===== src/rtl/multicycle_main_fsm.sv =====
// Main control sequencer for the multicycle ARMv4 core: steps FETCH/DECODE/EXEC/MEM/WB over 2-5 cycles.
// Latency: 0-cycle Moore strobes from the state register; state advances one step per rising edge.
// Backpressure: FETCH, MEMRD and MEMWR hold while MemReady=0 and emit no strobes until it rises.
module multicycle_main_fsm #(
    parameter int STATE_W = 4
) (
    input  logic               clk,
    input  logic               reset,
    input  logic [1:0]         Op,
    input  logic [5:0]         Funct,
    input  logic [3:0]         Rd,
    input  logic               MemReady,
    output logic               IRWrite,
    output logic               NextPC,
    output logic               AdrSrc,
    output logic [1:0]         ALUSrcA,
    output logic [1:0]         ALUSrcB,
    output logic [1:0]         ResultSrc,
    output logic               ALUOp,
    output logic               RegW,
    output logic               MemW,
    output logic               Branch,
    output logic               PCS,
    output logic               InstrDone,
    output logic [STATE_W-1:0] State
);

    typedef enum logic [3:0] {
        S_FETCH  = 4'd0,
        S_DECODE = 4'd1,
        S_MEMADR = 4'd2,
        S_MEMRD  = 4'd3,
        S_MEMWB  = 4'd4,
        S_MEMWR  = 4'd5,
        S_EXECR  = 4'd6,
        S_EXECI  = 4'd7,
        S_ALUWB  = 4'd8,
        S_BRANCH = 4'd9
    } state_t;

    state_t r_state;
    state_t w_next;

    // Only the I bit and the L/S bit steer the sequence; the ALU command bits go to the ALU decoder.
    logic w_unused_funct;
    assign w_unused_funct = ^Funct[4:1];

    // State register; reset wins over any pending transition, including a stall.
    always_ff @(posedge clk) begin
        if (reset) begin
            r_state <= S_FETCH;
        end else begin
            r_state <= w_next;
        end
    end

    // Next-state selection; memory states hold until MemReady.
    always_comb begin
        w_next = S_FETCH;
        case (r_state)
            S_FETCH:  w_next = MemReady ? S_DECODE : S_FETCH;
            S_DECODE: begin
                case (Op)
                    2'b01:   w_next = S_MEMADR;
                    2'b00:   w_next = Funct[5] ? S_EXECI : S_EXECR;
                    2'b10:   w_next = S_BRANCH;
                    default: w_next = S_FETCH;   // undefined opcode retires as a NOP
                endcase
            end
            S_MEMADR: w_next = Funct[0] ? S_MEMRD : S_MEMWR;
            S_MEMRD:  w_next = MemReady ? S_MEMWB : S_MEMRD;
            S_MEMWB:  w_next = S_FETCH;
            S_MEMWR:  w_next = MemReady ? S_FETCH : S_MEMWR;
            S_EXECR:  w_next = S_ALUWB;
            S_EXECI:  w_next = S_ALUWB;
            S_ALUWB:  w_next = S_FETCH;
            S_BRANCH: w_next = S_FETCH;
            default:  w_next = S_FETCH;
        endcase
    end

    // Moore control strobes; while reset is held the FETCH datapath setup is shown with no writes.
    always_comb begin
        IRWrite   = 1'b0;
        NextPC    = 1'b0;
        AdrSrc    = 1'b0;
        ALUSrcA   = 2'b00;
        ALUSrcB   = 2'b00;
        ResultSrc = 2'b00;
        ALUOp     = 1'b0;
        RegW      = 1'b0;
        MemW      = 1'b0;
        Branch    = 1'b0;
        InstrDone = 1'b0;
        if (reset) begin
            ALUSrcA   = 2'b01;
            ALUSrcB   = 2'b10;
            ResultSrc = 2'b10;
        end else begin
            case (r_state)
                S_FETCH: begin
                    IRWrite   = MemReady;     // a stalled fetch must not advance the PC
                    NextPC    = MemReady;
                    ALUSrcA   = 2'b01;
                    ALUSrcB   = 2'b10;
                    ResultSrc = 2'b10;
                end
                S_DECODE: begin
                    ALUSrcA   = 2'b01;        // PC+8 for R15 operand reads
                    ALUSrcB   = 2'b10;
                    ResultSrc = 2'b10;
                    InstrDone = (Op == 2'b11); // undefined opcode finishes here
                end
                S_MEMADR: begin
                    ALUSrcA = 2'b00;
                    ALUSrcB = 2'b01;
                end
                S_MEMRD: begin
                    AdrSrc = 1'b1;
                end
                S_MEMWB: begin
                    ResultSrc = 2'b01;
                    RegW      = 1'b1;
                    InstrDone = 1'b1;
                end
                S_MEMWR: begin
                    AdrSrc    = 1'b1;
                    MemW      = MemReady;
                    InstrDone = MemReady;
                end
                S_EXECR: begin
                    ALUSrcA = 2'b00;
                    ALUSrcB = 2'b00;
                    ALUOp   = 1'b1;
                end
                S_EXECI: begin
                    ALUSrcA = 2'b00;
                    ALUSrcB = 2'b01;
                    ALUOp   = 1'b1;
                end
                S_ALUWB: begin
                    ResultSrc = 2'b00;
                    RegW      = 1'b1;
                    InstrDone = 1'b1;
                end
                S_BRANCH: begin
                    ALUSrcA   = 2'b10;
                    ALUSrcB   = 2'b01;
                    ResultSrc = 2'b10;
                    Branch    = 1'b1;
                    InstrDone = 1'b1;
                end
                default: begin
                end
            endcase
        end
    end

    assign PCS   = Branch | (RegW & (Rd == 4'hF));
    assign State = STATE_W'(r_state);

endmodule


===== config.mk =====
export PLATFORM = sky130hd
export DESIGN_NAME = multicycle_main_fsm
export DESIGN_NICKNAME = d
export VERILOG_FILES = /design/src/rtl/multicycle_main_fsm.sv
export SDC_FILE = /design/constraint.sdc
export NUM_CORES = 1
export LEC_CHECK = 0
export ABC_AREA = 1
export CAP_MARGIN = 20
export CORE_UTILIZATION = 35
export DETAILED_ROUTE_END_ITERATION = 10
export PLACE_DENSITY_LB_ADDON = 0.1
export SLEW_MARGIN = 20
export SYNTH_ARGS = -nofsm -noshare
export SYNTH_HDL_FRONTEND = slang
export SYNTH_SLANG_ARGS = --single-unit

===== constraint.sdc =====
create_clock -name clk -period 2 [get_ports clk]
set_input_delay 0.6 -clock clk [delete_from_list [all_inputs] [get_ports clk]]
set_output_delay 0.6 -clock clk [all_outputs]
set_load 0.005 [all_outputs]

==> impl_metrics.tcl, run 1 <==
set metrics [dict create \
    top_usage_layer "met2" \
    track_usage_pct 25.7 \
    insertion_delay_ns 0.25 \
    nets 155 \
    rsz0062_at_grt "true" \
    cts.clk_slew.worst_paths_ns 0.04 \
    yosys.area_share.simple_pct 60.4 \
    syn_inst 86 \
    antenna_found_initial 0 \
    synth.largest_area_cell "nand2_1" \
    grt_overflow 0 \
    gr-usage-met1_pct 26.2 \
    hold_path_end "State[2]$_SDFF_PP0_" \
    synth_nets 101 \
    drtIter0Drc 19 \
    dieArea_mm2 0.00146 \
    synth_xor_area_share_pct 0 \
    die_w_um 38.2 \
    numCtsBuffers 3 \
    max_freq_ghz 0.490 \
    min_path_type "input port to register" \
    area_growth_pct 119 \
    skew_ns 0.00296 \
    grt_max_degree 9 \
    core_mm2 0.00116 \
    p_leak_nw 0.580 \
    critPathKind "register to output pin" \
    maxCapViolations 0 \
    synth_mux_area_share_pct 0 \
    failed_checks "negative setup slack" \
    cts_tree "done" \
    gp_congestion 0.843 \
    grt_use_met3_pct 1.74 \
    seq_area_frac_synth_pct 17.5 \
    r2r_end "State[2]$_SDFF_PP0_" \
    synth_compound_area_share_pct 3.83 \
    netlist_top_cells_count "nand2_1, nor2_1, inv_1" \
    grt_pass1_vias 648 \
    synth_top_area_share_pct 18.9 \
    synthAdderAreaFrac_pct 0 \
    synth.lib_cells_used.distinct 18 \
    initial_utilization_pct 39.6 \
    nFillCells 72 \
    io_buffers 29 \
    power.density_mw_per_mm2 415 \
    htreeDepth 1 \
    arrival_ns 1.44 \
    wl_per_cell_um 13.8 \
    grtUsageMet2_pct 50.8 \
    fin_ws_ns -0.0406 \
    cp.required_ns 1.40 \
    wl_um 2100 \
    ys.flop_type "dfxtp_1" \
    diodes 0 \
    dp.cells 141 \
    slew_viol_final 0 \
    multi_input_area_um2 349 \
    async_flop_share_pct 0 \
    drc 0 \
    synth_edf_count 0 \
    pin_count 34 \
    reg2reg_slack_ns 0.75 \
    endpoint_kind "output pin" \
    cts-root-buf "clkbuf_4" \
    vias_per_cell 5.07 \
    yosysMostFrequentCell "nand2_1" \
    reg2reg_from "State[1]$_SDFF_PP0_" \
    synth_top_family_by_area "simple AND/OR/NAND/NOR gates" \
    drive_gt1_share_pct 39.9 \
    dp_hpwl_um 1150 \
    crit_fanout 3 \
    hp-start "reset" \
    drt_pass1_iterations 4 \
    outcome "complete, but fails checks" \
    finish.utilization_pct 86.7 \
    final.period_utilization_pct 102 \
    via_count 770 \
    synthTopCellsByArea "nand2_1, dfxtp_1, nor2_1, nand3_1, inv_1" \
    setup_viol 1 \
    tightestPinTransition_ns 0.203 \
    synth_seq_cells 4 \
    ys.warnings.count 0 \
    finalPower_w 0.000416 \
    final-seq-area_um2 90.1 \
    clockBufferDepth 2 \
    min_path_cells 3 \
    final_cells 152 \
    hold_buffers 0 \
    slew_headroom_pct 86.4 \
    ant_nets 0 \
    rows 12 \
    syn_avg_cell_area_um2 5.32 \
    synth_area_um2 458 \
    grt_pass1_wl_um 2590 \
    ir_worst_vdd_uv 390 \
    setup.worst_path.start_class "register" \
    finalHoldViolCount 0 \
    largest_reg_flops 4 \
    final.min_clock_period_ns 2.04 \
    clkSinkCount 4 \
    die_h_um 38.2 \
    reg2reg_depth 8 \
]
worst max-delay path by stage:
stage	start	end	slack, ns	depth (start not counted)
6_report	State[0]$_SDFF_PP0_	ALUSrcB[0]	-0.04	8
2_1_floorplan	reset	NextPC	0.29	3
4_1_cts	State[0]$_SDFF_PP0_	PCS	-0.13	8
3_3_place_gp	reset	PCS	-0.58	5
5_1_grt	State[0]$_SDFF_PP0_	ALUSrcB[0]	-0.11	8
3_5_place_dp	reset	PCS	-0.58	5
layout make-up:
cell class	instances	share of cell area (%)
inverters	14	5.62
repair buffers	53	46.6
flip-flops and latches	4	8.99
multi-input cells	64	34.8
well taps	14	1.75
clock buffers	3	2.25
cells in the final DEF, fill, tap and decap left out, types with 2 or more instances in the layout:
cell	synthesis	routed
buf_2	0	3
buf_4	2	21
buf_6	1	3
clkbuf_4	0	3
clkdlybuf4s15_1	0	2
clkdlybuf4s50_1	0	7
dfxtp_2	0	2
dfxtp_4	0	2
dlygate4sd2_1	0	11
dlymetal6s2s_1	0	3
inv_1	12	10
inv_2	1	2
nand2_1	23	23
nand3_1	10	8
nand4_1	3	3
nor2_1	18	13
nor2_2	1	4
nor2_4	2	4
power breakdown:
| part | switching, W | leakage [nW] | internal, W | total, W |
|---|---|---|---|---|
| combinational | 0.0000958 | 0.531 | 0.000115 | 0.000210 |
| sequential | 0.00000961 | 0.0350 | 0.0000863 | 0.0000960 |
| clock | 0.0000416 | 0.0138 | 0.0000677 | 0.000109 |
metal layers:
layer | routed length [µm] | part of all wire (%) | up-vias
met5 | 0 | 0 | -
met2 | 1140 | 54 | 41
met1 | 809 | 38 | 353
met4 | 47 | 2.2 | 0
met3 | 103 | 4.9 | 6
li1 | - | - | 370
kinds of logic after synthesis:
| group | count (synthesis) |
|---|---|
| buffers and inverters | 18 |
| AND/OR/NAND/NOR | 61 |
| AO/OA/AOI/OAI | 3 |
| flip-flops | 4 |
critical path: stages (launching register included):
cell,delay (ns)
dfxtp_4,0.36
inv_4,0.04
nor2_4,0.12
buf_6,0.12
nand3_4,0.06
o211ai_1,0.11
nand2_1,0.11
inv_1,0.07
clkdlybuf4s15_1,0.19
what timing repair did:
action                     4_1_cts  5_1_grt
setup endpoints to repair       15        7
pin swaps                        4        9
buffers inserted                 6        4
resized for setup               47       19
metrics by stage:
| stage | cell area [µm²] | setup slack, ns | TNS, ns | hold WS (ns) |
|---|---|---|---|---|
| 2_1_floorplan | 458 | 0.292 | 0 | 0.626 |
| 6_report | 1000 | -0.0406 | -0.0406 | 0.685 |
| 3_5_place_dp | 856 | -0.579 | -7.41 | 0.712 |
| 3_3_place_gp | 856 | -0.584 | -7.46 | 0.713 |
| 4_1_cts | 930 | -0.133 | -0.133 | 0.664 |
| 5_1_grt | 1000 | -0.111 | -0.251 | 0.683 |
No activity file was read; power rests on OpenSTA's default activity.
==> run 2: changes to the inputs <==
SKIP_CTS_REPAIR_TIMING = 1   (was not set)
clock period = 2.5 ns   (was 2 ns; I/O delays follow)
==> impl_metrics.tcl, run 2 (same netlist as run 1, synthesis figures left out) <==
set metrics [dict create \
    drtIter0Drc 15 \
    p_sw_share_pct 31.6 \
    diodes 0 \
    track_usage_pct 18.9 \
    dp_hpwl_um 1010 \
    min_path_type "register to register" \
    p_comb_share_pct 41.5 \
    cp.required_ns 1.75 \
    largest_reg_flops 4 \
    cts-root-buf "clkbuf_4" \
    seq_power_share_pct 29.3 \
    tightestPinTransition_ns 0.310 \
    drive_gt1_share_pct 18.0 \
    p_int_w 0.000185 \
    cts_tree "done" \
    critPathKind "register to output pin" \
    power.density_mw_per_mm2 325 \
    dr_wl_met3_um 79 \
    slew_viol_final 0 \
    route.top_layer_used "met4" \
    grt_pass1_vias 512 \
    grt_pass1_wl_um 1990 \
    arrival_ns 1.68 \
    io_buffers 29 \
    via_count 661 \
    clockBufferDepth 2 \
    drt_pass1_iterations 4 \
    p_leak_nw 0.489 \
    skew_ns 0.00510 \
    nets 139 \
    numCtsBuffers 3 \
    layout_commonest_cell "clkdlybuf4s50_1" \
    die_h_um 38.2 \
    finalPower_w 0.000271 \
    layout_common_cells "clkdlybuf4s50_1, nand2_1, nor2_1" \
    outcome "finished clean" \
    final.min_clock_period_ns 2.43 \
    die_w_um 38.2 \
    p_sw_w 0.0000855 \
    max_freq_ghz 0.412 \
    nFillCells 114 \
    ant_nets 0 \
    drc 0 \
    cts.clk_slew.worst_paths_ns 0.04 \
    slew_headroom_pct 79.3 \
    final.period_utilization_pct 97.2 \
    endpoint_kind "output pin" \
    wl_met2_um 648 \
    dp.cells 133 \
    insertion_delay_ns 0.23 \
    gp_congestion 0.845 \
    antenna_found_initial 0 \
    htreeDepth 1 \
    wl_um 1290 \
    setup_viol 0 \
    finalHoldViolCount 0 \
    crit_fanout 8 \
    dieArea_mm2 0.00146 \
    final_cells 136 \
    m1WireLength_um 542 \
    pin_count 34 \
    area_growth_pct 82.0 \
    core_mm2 0.00116 \
    rows 12 \
    clkSinkCount 4 \
    clockPowerShare_pct 29.2 \
    maxCapViolations 0 \
    grt_max_degree 11 \
    grt_overflow 0 \
    ir_worst_vdd_uv 374 \
    setup.worst_path.start_class "register" \
    vias_per_cell 4.86 \
    wl_per_cell_um 9.46 \
    initial_utilization_pct 39.6 \
]
## run 2: metal layers
metal  vias up  GRT usage, %
met2        30          33.9
li1        340             -
met3         4             0
met4         0          8.04
met5         -             0
met1       287          23.4
## run 2: power by group through the flow
stage | combinational (W) | sequential [W] | clock [W]
floorplan | 0.0000574 | 0.0000755 | 0
global placement | 0.000112 | 0.0000787 | 0
detailed placement | 0.000113 | 0.0000787 | 0
CTS | 0.000114 | 0.0000777 | 0.0000818
global route | 0.000124 | 0.0000802 | 0.0000859
finish | 0.000112 | 0.0000792 | 0.0000791
## run 2: per-stage QoR
| stage | hold slack (ns) | instance area (µm²) | setup slack [ns] | setup TNS (ns) | utilization [%] |
|---|---|---|---|---|---|
| 2_1_floorplan | 0.626 | 458 | 0.492 | 0 | - |
| 3_3_place_gp | 0.665 | 796 | -0.350 | -4.57 | 68.8 |
| 3_5_place_dp | 0.662 | 796 | -0.354 | -4.56 | 68.8 |
| 4_1_cts | 0.663 | 818 | -0.367 | -4.76 | 70.8 |
| 5_1_grt | 0.628 | 833 | -0.0110 | -0.0110 | 72.1 |
| 6_report | 0.584 | 833 | 0.0701 | 0 | 72.1 |
## run 2: final timing paths
| path | depth (start not counted) | slack (ns) | endpoint | startpoint |
|---|---|---|---|---|
| min | 2 | 0.58 | State[3]$_SDFF_PP0_ | State[1]$_SDFF_PP0_ |
| max reg2reg | 7 | 1.35 | State[0]$_SDFF_PP0_ | State[3]$_SDFF_PP0_ |
| min reg2reg | 2 | 0.58 | State[3]$_SDFF_PP0_ | State[1]$_SDFF_PP0_ |
| max | 6 | 0.07 | ALUSrcB[0] | State[3]$_SDFF_PP0_ |
## run 2: final cells by class
cell class	count	area, µm²	area share, %
inverter	14	53.8	6.46
tap	14	17.5	2.10
sequential	4	82.6	9.91
multi-input combinational	64	302	36.2
clock buffer	3	22.5	2.70
timing repair buffer	37	355	42.6
## run 2: critical path: stages (launching register included)
cell and delay [ns]:
dfxtp_1 0.39, nor2_4 0.21, nand3_1 0.13, o211ai_1 0.12, nand2_1 0.07, inv_1 0.05
clkdlybuf4s50_1 0.48
==> run 3: changes to the inputs <==
CORE_MARGIN = 2   (was not set)
==> impl_metrics.tcl, run 3 (same netlist as run 1, synthesis figures left out) <==
set metrics [dict create \
    pre_cts_ws_ns -0.424 \
    maxCapViolations 0 \
    crit_buf_inv 4 \
    dieArea_mm2 0.00161 \
    seq_power_share_pct 28.6 \
    outcome "finished clean" \
    via_count 638 \
    power.density_mw_per_mm2 325 \
    finish.utilization_pct 68.3 \
    p_leak_nw 0.501 \
    reg2reg_slack_ns 1.38 \
    critPathKind "input port to output pin" \
    drt_pass1_iterations 4 \
    setup.worst_path.start_class "input port" \
    rows 13 \
    setup_viol 0 \
    max_freq_ghz 0.411 \
    pin_count 34 \
    clockBufferDepth 2 \
    io_buffers 29 \
    hp-start "State[1]$_SDFF_PP0_" \
    tightestPinTransition_ns 0.230 \
    nFillCells 119 \
    worst-path-stages 5 \
    final.min_clock_period_ns 2.43 \
    reg2reg_from "State[2]$_SDFF_PP0_" \
    grt_pass1_wl_um 2060 \
    hold_path_end "State[3]$_SDFF_PP0_" \
    drive_gt1_share_pct 22.8 \
    slew_headroom_pct 84.5 \
    initial_utilization_pct 36.6 \
    grt_overflow 0 \
    drc 0 \
    layout_common_cells "nand2_1, clkdlybuf4s50_1, nor2_1" \
    crit_slowest_cell "clkdlybuf4s50_1" \
    final.period_utilization_pct 97.3 \
    core_mm2 0.00125 \
    largest_reg_flops 4 \
    endpoint_kind "output pin" \
    p_int_w 0.000187 \
    reg2reg_depth 7 \
    crit_family "buffers and inverters" \
    min_path_type "register to register" \
    grt_max_degree 11 \
    dp_hpwl_um 1050 \
    vias_per_cell 4.62 \
    fin_ws_ns 0.0669 \
    wl_per_cell_um 10.2 \
    path_cells "clkbuf_2 -> inv_2 -> nand4_1 -> inv_1 -> clkdlybuf4s50_1" \
    crit_fanout 5 \
    grt_pass1_vias 539 \
    arrival_ns 1.68 \
    finalSetupTns_ns 0 \
    nets 140 \
    die_w_um 40.2 \
    cts_tree "done" \
    ant_nets 0 \
    antenna_found_initial 0 \
    skew_ns 0.00401 \
    r2r_end "State[0]$_SDFF_PP0_" \
    htreeDepth 1 \
    layout_commonest_cell "nand2_1" \
    wl_um 1410 \
    p_sw_w 0.0000906 \
    slew_viol_final 0 \
    numCtsBuffers 3 \
    min_path_cells 2 \
    clockPowerShare_pct 29.0 \
    cp.required_ns 1.75 \
    area_growth_pct 86.9 \
    gp_congestion 0.830 \
    track_usage_pct 18.3 \
    p_sw_share_pct 32.6 \
    clkSinkCount 4 \
    cts.clk_slew.worst_paths_ns 0.04 \
    drtIter0Drc 10 \
    finalPower_w 0.000278 \
    finalHoldViolCount 0 \
    die_h_um 40.2 \
    p_comb_share_pct 42.5 \
    critPathMaxStageDelay_ns 0.49 \
    ir_worst_vdd_uv 284 \
    holdWs_ns 0.641 \
    cts-root-buf "clkbuf_4" \
    diodes 0 \
    insertion_delay_ns 0.23 \
]
[run 3: cell count changes in the layout (fill, tap and decap cells not counted), sizes merged]
cell | previous run | this run
clkdlybuf4s50 | 24 | 22
buf | 8 | 9
clkbuf | 4 | 5
dlymetal6s2s | 4 | 5
[run 3: per-layer routing]
metal | wire [µm] | global-route usage [%] | vias to the layer above
li1 | - | - | 342
met1 | 604 | 23.4 | 276
met2 | 733 | 31.9 | 20
met3 | 69 | 5.00 | 0
met4 | 0 | 0.833 | 0
met5 | 0 | 0 | -
[run 3: layout make-up]
cell class	count	area, µm²	share of cell area, %
clock buffer	3	22.5	2.63
tap	15	18.8	2.19
inverter	14	53.8	6.29
timing repair buffer	38	360	42.1
sequential	4	86.3	10.1
multi-input combinational	64	314	36.7
[run 3: power groups by stage]
| stage | registers, W | clock network, W | logic, W |
|---|---|---|---|
| 6_report | 0.0000794 | 0.0000805 | 0.000118 |
| 4_1_cts | 0.0000779 | 0.0000811 | 0.000113 |
| 5_1_grt | 0.0000805 | 0.0000933 | 0.000130 |
| 3_5_place_dp | 0.0000788 | 0 | 0.000112 |
| 3_3_place_gp | 0.0000787 | 0 | 0.000111 |
| 2_1_floorplan | 0.0000755 | 0 | 0.0000574 |
[run 3: worst max path at each step]
stage / end / startpoint / slack (ns)
4_1_cts: PCS / reset / -0.44
5_1_grt: ALUOp / State[2]$_SDFF_PP0_ / -0.02
6_report: ALUSrcA[1] / reset / 0.07
3_3_place_gp: PCS / reset / -0.44
2_1_floorplan: NextPC / reset / 0.49
3_5_place_dp: PCS / reset / -0.42
[run 3: metrics by stage]
| stage | instance area, µm² | std cells |
|---|---|---|
| 6_report | 856 | 138 |
| 5_1_grt | 856 | 138 |
| 4_1_cts | 812 | 136 |
| 3_5_place_dp | 790 | 133 |
| 3_3_place_gp | 790 | 133 |
| 2_1_floorplan | 458 | 86 |
[run 3: worst reg2reg max path: stages (launching register included)]
cell	delay, ns
dfxtp_1	0.41
inv_1	0.14
nand2_1	0.14
nor2_4	0.06
nand2_1	0.05
nand2_1	0.04
nor2_1	0.11
nor2_1	0.05
